===== config.mk =====
export PLATFORM = sky130hd
export DESIGN_NAME = sram_read_requester
export DESIGN_NICKNAME = d
export VERILOG_FILES = /design/src/rtl/sram_read_requester.sv
export SDC_FILE = /design/constraint.sdc
export NUM_CORES = 1
export LEC_CHECK = 0
export CORE_ASPECT_RATIO = 0.8
export CORE_MARGIN = 2
export CORE_UTILIZATION = 40
export CTS_CLUSTER_SIZE = 28
export DETAILED_ROUTE_END_ITERATION = 12
export PLACE_DENSITY = 0.84
export SYNTH_ARGS = -nofsm -noshare
export SYNTH_HDL_FRONTEND = slang
export SYNTH_SLANG_ARGS = --single-unit

===== constraint.sdc =====
create_clock -name clk -period 4.45 [get_ports clk]
set_input_delay 0.6675 -clock clk [delete_from_list [all_inputs] [get_ports clk]]
set_output_delay 0.6675 -clock clk [all_outputs]
set_load 0.01 [all_outputs]

===== src/rtl/sram_read_requester.sv =====
// Read front end for a 2r1w SRAM: valid/ready requests in, ordered responses out,
// plus ownership of the write port for zeroing sweeps and external write pass-through.
//
// state    | meaning
// ---------+--------------------------------------------------------------
// ST_CLEAR | sweeping zeros over every address; requests and wr_* blocked
// ST_IDLE  | requests accepted, wr_* forwarded to the SRAM write port
module sram_read_requester #(
    parameter int DATA_WIDTH     = 32,
    parameter int SIZE           = 1024,
    parameter int ADDR_WIDTH     = (SIZE > 1) ? $clog2(SIZE) : 1,
    parameter bit CLEAR_ON_RESET = 1'b1
) (
    input  logic                  clk,
    input  logic                  reset_n,
    input  logic                  req_valid,
    input  logic [ADDR_WIDTH-1:0] req_addr,
    output logic                  req_ready,
    output logic                  resp_valid,
    output logic [DATA_WIDTH-1:0] resp_data,
    input  logic                  resp_ready,
    input  logic                  wr_en,
    input  logic [ADDR_WIDTH-1:0] wr_addr,
    input  logic [DATA_WIDTH-1:0] wr_data,
    input  logic                  clear_start,
    output logic                  clear_busy,
    output logic                  sram_read_en,
    output logic [ADDR_WIDTH-1:0] sram_read_addr,
    input  logic [DATA_WIDTH-1:0] sram_read_data,
    output logic                  sram_write_en,
    output logic [ADDR_WIDTH-1:0] sram_write_addr,
    output logic [DATA_WIDTH-1:0] sram_write_data
);

    typedef enum logic {
        ST_CLEAR,
        ST_IDLE
    } state_t;

    localparam state_t                RESET_STATE = CLEAR_ON_RESET ? ST_CLEAR : ST_IDLE;
    localparam logic [ADDR_WIDTH-1:0] LAST_ADDR   = ADDR_WIDTH'(SIZE - 1);

    state_t                  state;
    logic [ADDR_WIDTH-1:0]   clear_ptr;

    logic                    inflight;
    logic [1:0]              count;
    logic                    fifo_wr_ptr;
    logic                    fifo_rd_ptr;
    logic [DATA_WIDTH-1:0]   fifo_mem [2];

    logic                    rd_fire;
    logic                    push;
    logic                    pop_fifo;

    // Sweep stops exactly on the last valid address so non-power-of-two SIZE never overruns.
    always_ff @(posedge clk or negedge reset_n) begin
        if (!reset_n) begin
            state     <= RESET_STATE;
            clear_ptr <= '0;
        end else begin
            case (state)
                ST_CLEAR: begin
                    if (clear_ptr == LAST_ADDR) begin
                        state     <= ST_IDLE;
                        clear_ptr <= '0;
                    end else begin
                        clear_ptr <= clear_ptr + ADDR_WIDTH'(1);
                    end
                end
                ST_IDLE: begin
                    if (clear_start) begin
                        state <= ST_CLEAR;
                    end
                end
                default: state <= RESET_STATE;
            endcase
        end
    end

    assign clear_busy = (state == ST_CLEAR);

    always_comb begin
        sram_write_en   = wr_en;
        sram_write_addr = wr_addr;
        sram_write_data = wr_data;
        if (state == ST_CLEAR) begin
            sram_write_en   = 1'b1;
            sram_write_addr = clear_ptr;
            sram_write_data = '0;
        end
    end

    // Credit check counts the in-flight read so the 2-entry FIFO can never overflow.
    assign req_ready      = (state == ST_IDLE) && ((count + {1'b0, inflight}) < 2'd2);
    assign rd_fire        = req_valid && req_ready;
    assign sram_read_en   = rd_fire;
    assign sram_read_addr = req_addr;

    assign resp_valid = (count != 2'd0) || inflight;
    assign resp_data  = (count != 2'd0) ? fifo_mem[fifo_rd_ptr] : sram_read_data;

    // Returning data is parked unless it goes straight out through the bypass.
    assign pop_fifo = resp_ready && (count != 2'd0);
    assign push     = inflight && !((count == 2'd0) && resp_ready);

    always_ff @(posedge clk or negedge reset_n) begin
        if (!reset_n) begin
            inflight    <= 1'b0;
            count       <= 2'd0;
            fifo_wr_ptr <= 1'b0;
            fifo_rd_ptr <= 1'b0;
        end else begin
            inflight <= rd_fire;
            if (push) begin
                fifo_wr_ptr <= ~fifo_wr_ptr;
            end
            if (pop_fifo) begin
                fifo_rd_ptr <= ~fifo_rd_ptr;
            end
            case ({push, pop_fifo})
                2'b10:   count <= count + 2'd1;
                2'b01:   count <= count - 2'd1;
                default: ;
            endcase
        end
    end

    always_ff @(posedge clk) begin
        if (push) begin
            fifo_mem[fifo_wr_ptr] <= sram_read_data;
        end
    end

endmodule

==> results.yml, run 1 <==
outcome:
  status: "finished, violations left"
  violations: "DRC"
synth:
  synth_flop_cell: "edfxtp_1"
  synth_area_leaders: "edfxtp_1 50%, dfrtp_1 10%, mux2i_1 8.7%, and2_1 5.6%, a21oi_1 4.3%"
  syn_avg_cell_area_um2: 12.5
  synth_edf_count: 64
  yosys_warnings: 0
  synth_most_common_cell: "edfxtp_1"
  yosysTopAreaCell: "edfxtp_1"
  synth-seq-cells: 80
  synthDistinctLibCells: 33
  ys_seq_area_share_pct: 60.9
  yosys.area.top_type_share_pct: 50.4
  synth_fp_nets: 397
  synthArstFlopShare_pct: 20.0
  synth_common_cells: "64 x edfxtp_1, 39 x nor2_1, 34 x and2_1, 33 x a21oi_1, 33 x mux2i_1"
  syn_area_um2: 3810
  postSynthCellCount: 305
placed_design:
  placed_cells: 551
  dp.final_hpwl_um: 6280
  gp_congestion: 0.774
  placed_area_um2: 5350
  numPortBuffers: 158
  post-place-ws_ns: 1.68
timing:
  max_slew.worst_pin.slew_ns: 1.25
  whs_ns: 0.507
  slew_violations: 0
  fin_skew_ns: 0.00569
  clock.fmax_mhz: 322
  slew_headroom_pct: 16.5
  period_minus_slack_ns: 3.11
  setup_viol: 0
  hold_viol: 0
  fin_setup_tns_ns: 0
  min_period_over_period_pct: 69.8
  rsz0062_at_grt: "no"
  finalWorstSetupSlack_ns: 1.34
die:
  row_count: 31
  dieArea_um2: 10300
  die_width_um: 113
  die_height_um: 91.4
  start_util_pct: 41.7
  coreArea_um2: 9150
  pin_count: 179
setup_path:
  crit_arrival_ns: 2.44
  cp-end-kind: "output pin"
  crit_path_start: "state$_DFF_PN0_"
  crit_end: "sram_write_addr[6]"
  r2r_end: "fifo_mem[0][18]$_DFFE_PP_"
  ff2ff_path_depth: 3
  r2r_slack_ns: 2.03
  r2r-start: "count[0]$_DFFE_PN0P_"
  worst_setup_path_start_kind: "flop"
  worstSetupPathType: "flop to output pin"
  cp.required_ns: 3.78
  worstPathMaxFanout: 50
global_route:
  grt_max_degree: 67
  grt_pass1_wl_um: 14000
  track_usage_pct: 17.2
  grt.overflow.total: 0
  grt_pass1_vias: 2872
  antenna_found_initial: 0
clocking:
  cts_tree: "done"
  clkTransAtPathRegs_ns: 0.06
  clock-sinks: 80
  cts-root-buf: "clkbuf_16"
  postCtsHoldBufs: 0
  cts_resized: 0
  cts_setup_buffers: 0
  cts_htree_levels: 3
  clkLatencyLatePin_ns: 0.32
  clk_path_buf_depth: 2
  cts_buffers: 9
final_layout:
  areaGrowthSynthToFinish_pct: 47.8
  antennaDiodeCount: 0
  finalInstanceArea_um2: 5640
  drive_gt1_share_pct: 7.08
  fill_cells: 739
  fin_cells: 567
  nets: 539
  final_util_pct: 61.6
pwr:
  power.leakage_nw: 2.09
  vdd_drop_max_v: 0.000250
  p_total_mw: 2.80
  powerDensity_nw_per_um2: 496
worst_hold_path:
  hold_path.class: "flop to flop"
  worstHoldPathCells: 1
drt:
  drt_iter0_drc: 111
  ant_nets: 0
  drc: 6
  wl_per_cell_um: 15.3
  finalWirelength_um: 8700
  dr_total_vias: 2757
  viasPerCell: 4.86
  drt_pass1_iterations: 8
run:
  drv_cap: 0
cells in the final DEF, fill, tap and decap left out, types with 3 or more instances in the layout:
cell type,count
and2_1,34
inv_1,3
mux2i_1,33
edfxtp_1,64
dfrtp_1,15
nand2_1,9
nand3_1,5
xnor2_1,7
nor2_1,37
xor2_1,4
clkbuf_16,9
a21oi_1,33
clkdlybuf4s50_1,158
mux2_2,9
worst min-delay path by stage:
stage | to | start
after floorplan | clear_ptr[0]$_DFFE_PN0N_ | reset_n
after global placement | clear_ptr[2]$_DFFE_PN0N_ | clear_ptr[2]$_DFFE_PN0N_
after detailed placement | clear_ptr[2]$_DFFE_PN0N_ | clear_ptr[2]$_DFFE_PN0N_
after CTS | clear_ptr[2]$_DFFE_PN0N_ | clear_ptr[2]$_DFFE_PN0N_
after global routing | clear_ptr[2]$_DFFE_PN0N_ | clear_ptr[2]$_DFFE_PN0N_
final | clear_ptr[2]$_DFFE_PN0N_ | clear_ptr[2]$_DFFE_PN0N_
where the power goes:
| part | leakage (nW) | total [mW] | internal [mW] | switching, mW |
|---|---|---|---|---|
| Clock | 0.137 | 0.685 | 0.399 | 0.286 |
| Sequential | 0.772 | 1.00 | 0.858 | 0.144 |
| Combinational | 1.18 | 1.11 | 0.646 | 0.462 |
metal layers:
metal	vias to the layer above	routed length (µm)	GRT usage, %
met5	-	0	0
met4	0	100	4.47
met3	11	561	5.54
met2	100	4320	28.3
met1	1284	3720	22.0
li1	1362	-	-
cell type report:
cell class | instances | area (µm²) | area share [%]
timing repair buffer | 158 | 1580 | 28.0
inverter | 3 | 11.3 | 0.200
tap | 115 | 144 | 2.55
clock buffer | 10 | 239 | 4.24
sequential | 80 | 2320 | 41.2
clock inverter | 6 | 48.8 | 0.865
multi-input combinational | 195 | 1290 | 22.9
state kept, by name, indices dropped and copies added, names as in the netlist:
| register | flops |
|---|---|
| fifo_mem | 64 |
| fifo_rd_ptr | 1 |
| fifo_wr_ptr | 1 |
| inflight | 1 |
| count | 2 |
| clear_ptr | 10 |
| state | 1 |
critical path: stages (launching register included):
cell	delay [ns]
dfrtp_1	1.17
mux2_2	0.44
clkdlybuf4s50_1	0.49
logic make-up (layout without fill, tap and decap cells):
kind of cell             Yosys count  count (layout)  synth area share [%]
multiplexers                      42              42                  11.3
AO/OA/AOI/OAI                     43              43                  6.20
AND/OR/NAND/NOR                   97              97                  12.8
XOR/XNOR                          11              11                  2.53
flip-flops                        80              80                  60.9
buffers and inverters             30             177                  5.67
adder cells (fa/ha/maj)            2               2                 0.656
Note: power is estimated with default switching activity, not from simulation.
==> run 2: changes to the inputs <==
--- a/config.mk
+++ b/config.mk
@@ -7,10 +7,10 @@
 export LEC_CHECK = 0
 export CORE_ASPECT_RATIO = 0.8
 export CORE_MARGIN = 2
-export CORE_UTILIZATION = 40
+export CORE_UTILIZATION = 37
 export CTS_CLUSTER_SIZE = 28
 export DETAILED_ROUTE_END_ITERATION = 12
-export PLACE_DENSITY = 0.84
+export PLACE_DENSITY = 0.82
 export SYNTH_ARGS = -nofsm -noshare
 export SYNTH_HDL_FRONTEND = slang
 export SYNTH_SLANG_ARGS = --single-unit
==> constraint.sdc (replaced) <==
create_clock -name clk -period 2.8 [get_ports clk]
set_input_delay 0.42 -clock clk [delete_from_list [all_inputs] [get_ports clk]]
set_output_delay 0.42 -clock clk [all_outputs]
set_load 0.01 [all_outputs]
==> run 2 against run 1 <==
Compared with the run above:
- the run now ends clean
- sequential share of layout area decreased by 0.49 points
- routed wire length increased by 1.7%
- critical endpoint is now resp_data[24]
- cell area increased by 1.2%
- die area increased by 7.8%
- utilization decreased by 5.4 points
- sequential power increased by 52%
==> results.yml, run 2 (synthesis results as in run 1) <==
timing:
  period_minus_slack_ns: 2.59
  fin_skew_ns: 0.00628
  fin_setup_tns_ns: 0
  max_slew.worst_pin.slew_ns: 0.719
  slew_headroom_pct: 51.9
  whs_ns: 0.493
  setup_viol: 0
  finalWorstSetupSlack_ns: 0.211
  rsz0062_at_grt: "no"
  slew_violations: 0
  clock.fmax_mhz: 386
  min_period_over_period_pct: 92.5
  hold_viol: 0
drt:
  drt_pass1_iterations: 4
  dr_total_vias: 2736
  ant_nets: 0
  wl_per_cell_um: 14.8
  finalWirelength_um: 8850
  drt_iter0_drc: 133
  drc: 0
  viasPerCell: 4.58
clocking:
  clk_path_buf_depth: 2
  cts_tree: "done"
  clkLatencyLatePin_ns: 0.33
  cts_buffers: 9
  cts_htree_levels: 3
  clkTransAtPathRegs_ns: 0.06
  postCtsHoldBufs: 0
  cts-root-buf: "clkbuf_16"
  cts_setup_buffers: 0
  cts_resized: 0
  clock-sinks: 80
setup_path:
  r2r_slack_ns: 0.77
  r2r-start: "count[1]$_DFFE_PN0P_"
  worst_setup_path_start_kind: "flop"
  cp.required_ns: 2.38
  crit_arrival_ns: 2.17
  ff2ff_path_depth: 5
  worstPathMaxFanout: 66
  worstSetupPathType: "flop to output pin"
  r2r_end: "count[1]$_DFFE_PN0P_"
  cp-end-kind: "output pin"
final_layout:
  areaGrowthSynthToFinish_pct: 49.6
  antennaDiodeCount: 0
  fill_cells: 897
  multi_input_area_um2: 1290
  layout_common_cells: "158 x clkdlybuf4s50_1, 64 x edfxtp_1, 37 x nor2_1"
  top_register: "fifo_mem"
  largest_register_ffs: 64
  regArea_um2: 2320
  nets: 545
  drive_gt1_share_pct: 7.86
  mostFrequentLayoutCell: "clkdlybuf4s50_1"
  top_regs: "fifo_mem: 64 flops, clear_ptr: 10 flops, count: 2 flops"
die:
  coreArea_um2: 10200
  pin_count: 179
  die_width_um: 118
  start_util_pct: 37.6
  dieArea_um2: 11100
  die_height_um: 94.8
  row_count: 33
global_route:
  grt_max_degree: 67
  antenna_found_initial: 0
  grt_pass1_vias: 2803
  grt.overflow.total: 0
  grt_pass1_wl_um: 14000
  track_usage_pct: 16.0
placed_design:
  gp_congestion: 0.747
  dp.final_hpwl_um: 6500
  numPortBuffers: 158
  post-place-ws_ns: 0.540
worst_hold_path:
  hold_path.class: "flop to flop"
  hold_end: "clear_ptr[2]$_DFFE_PN0N_"
  worstHoldPathCells: 1
  hp-start: "clear_ptr[2]$_DFFE_PN0N_"
pwr:
  powerDensity_nw_per_um2: 772
  internal_power_mw: 3.01
  power.leakage_nw: 2.12
  p_sw_mw: 1.40
  power.share.sequential_pct: 34.6
  p_clk_share_pct: 23.5
  swShare_pct: 31.8
  pwr-share-comb_pct: 41.9
  vdd_drop_max_v: 0.000414
run:
  drv_cap: 0
outcome:
  status: "completed"
==> run 2: cell types whose count changed in the layout (fill, tap and decap cells not counted), sizes merged <==
cell and change:
buf +6, inv -3, clkinv +3
==> run 2: final cells by class <==
cell class,count,share of cell area [%]
Clock inverter,6,0.658
Multi-Input combinational cell,195,22.6
Tap cell,140,3.07
Inverter,3,0.197
Sequential cell,80,40.7
Timing Repair Buffer,164,28.7
Clock buffer,10,4.01
==> run 2: power by group through the flow <==
stage | Clock (mW) | Sequential, mW | Combinational [mW]
after floorplan | 0 | 1.46 | 1.13
after global placement | 0 | 1.54 | 1.83
after detailed placement | 0 | 1.55 | 1.85
after CTS | 1.06 | 1.53 | 1.87
after global routing | 1.10 | 1.54 | 1.99
final | 1.04 | 1.52 | 1.85
==> run 2: how the worst max path moves through the flow <==
stage	start	endpoint	slack (ns)	cells past startpoint
after global placement	count[0]$_DFFE_PN0P_	resp_data[16]	0.60	4
after detailed placement	count[0]$_DFFE_PN0P_	resp_data[18]	0.54	4
final	count[0]$_DFFE_PN0P_	resp_data[24]	0.21	4
after CTS	count[0]$_DFFE_PN0P_	resp_data[31]	0.17	4
after floorplan	count[0]$_DFFE_PN0P_	fifo_mem[1][0]$_DFFE_PP_	0.39	3
after global routing	count[0]$_DFFE_PN0P_	resp_data[17]	0.007	4
==> run 2: through the flow <==
step | area [µm²] | util [%] | cells | total power [mW]
2_1_floorplan | 3810 | - | 305 | 2.59
3_3_place_gp | 5440 | 53.6 | 582 | 3.37
3_5_place_dp | 5440 | 53.6 | 582 | 3.41
4_1_cts | 5710 | 56.2 | 598 | 4.45
5_1_grt | 5710 | 56.2 | 598 | 4.64
6_report | 5710 | 56.2 | 598 | 4.41
==> run 2: critical path, cell delays in order, from the launching register on <==
cell	delay, ns
dfrtp_1	0.43
or2_4	0.61
nor2_1	0.08
a21oi_1	0.16
clkdlybuf4s50_1	0.56
==> run 2: metal layers <==
layer | routed length [µm] | vias up | GRT usage [%]
li1 | - | 1365 | -
met1 | 4030 | 1286 | 20.0
met2 | 4330 | 71 | 27.3
met3 | 394 | 14 | 4.53
met4 | 99 | 0 | 4.62
met5 | 0 | - | 0
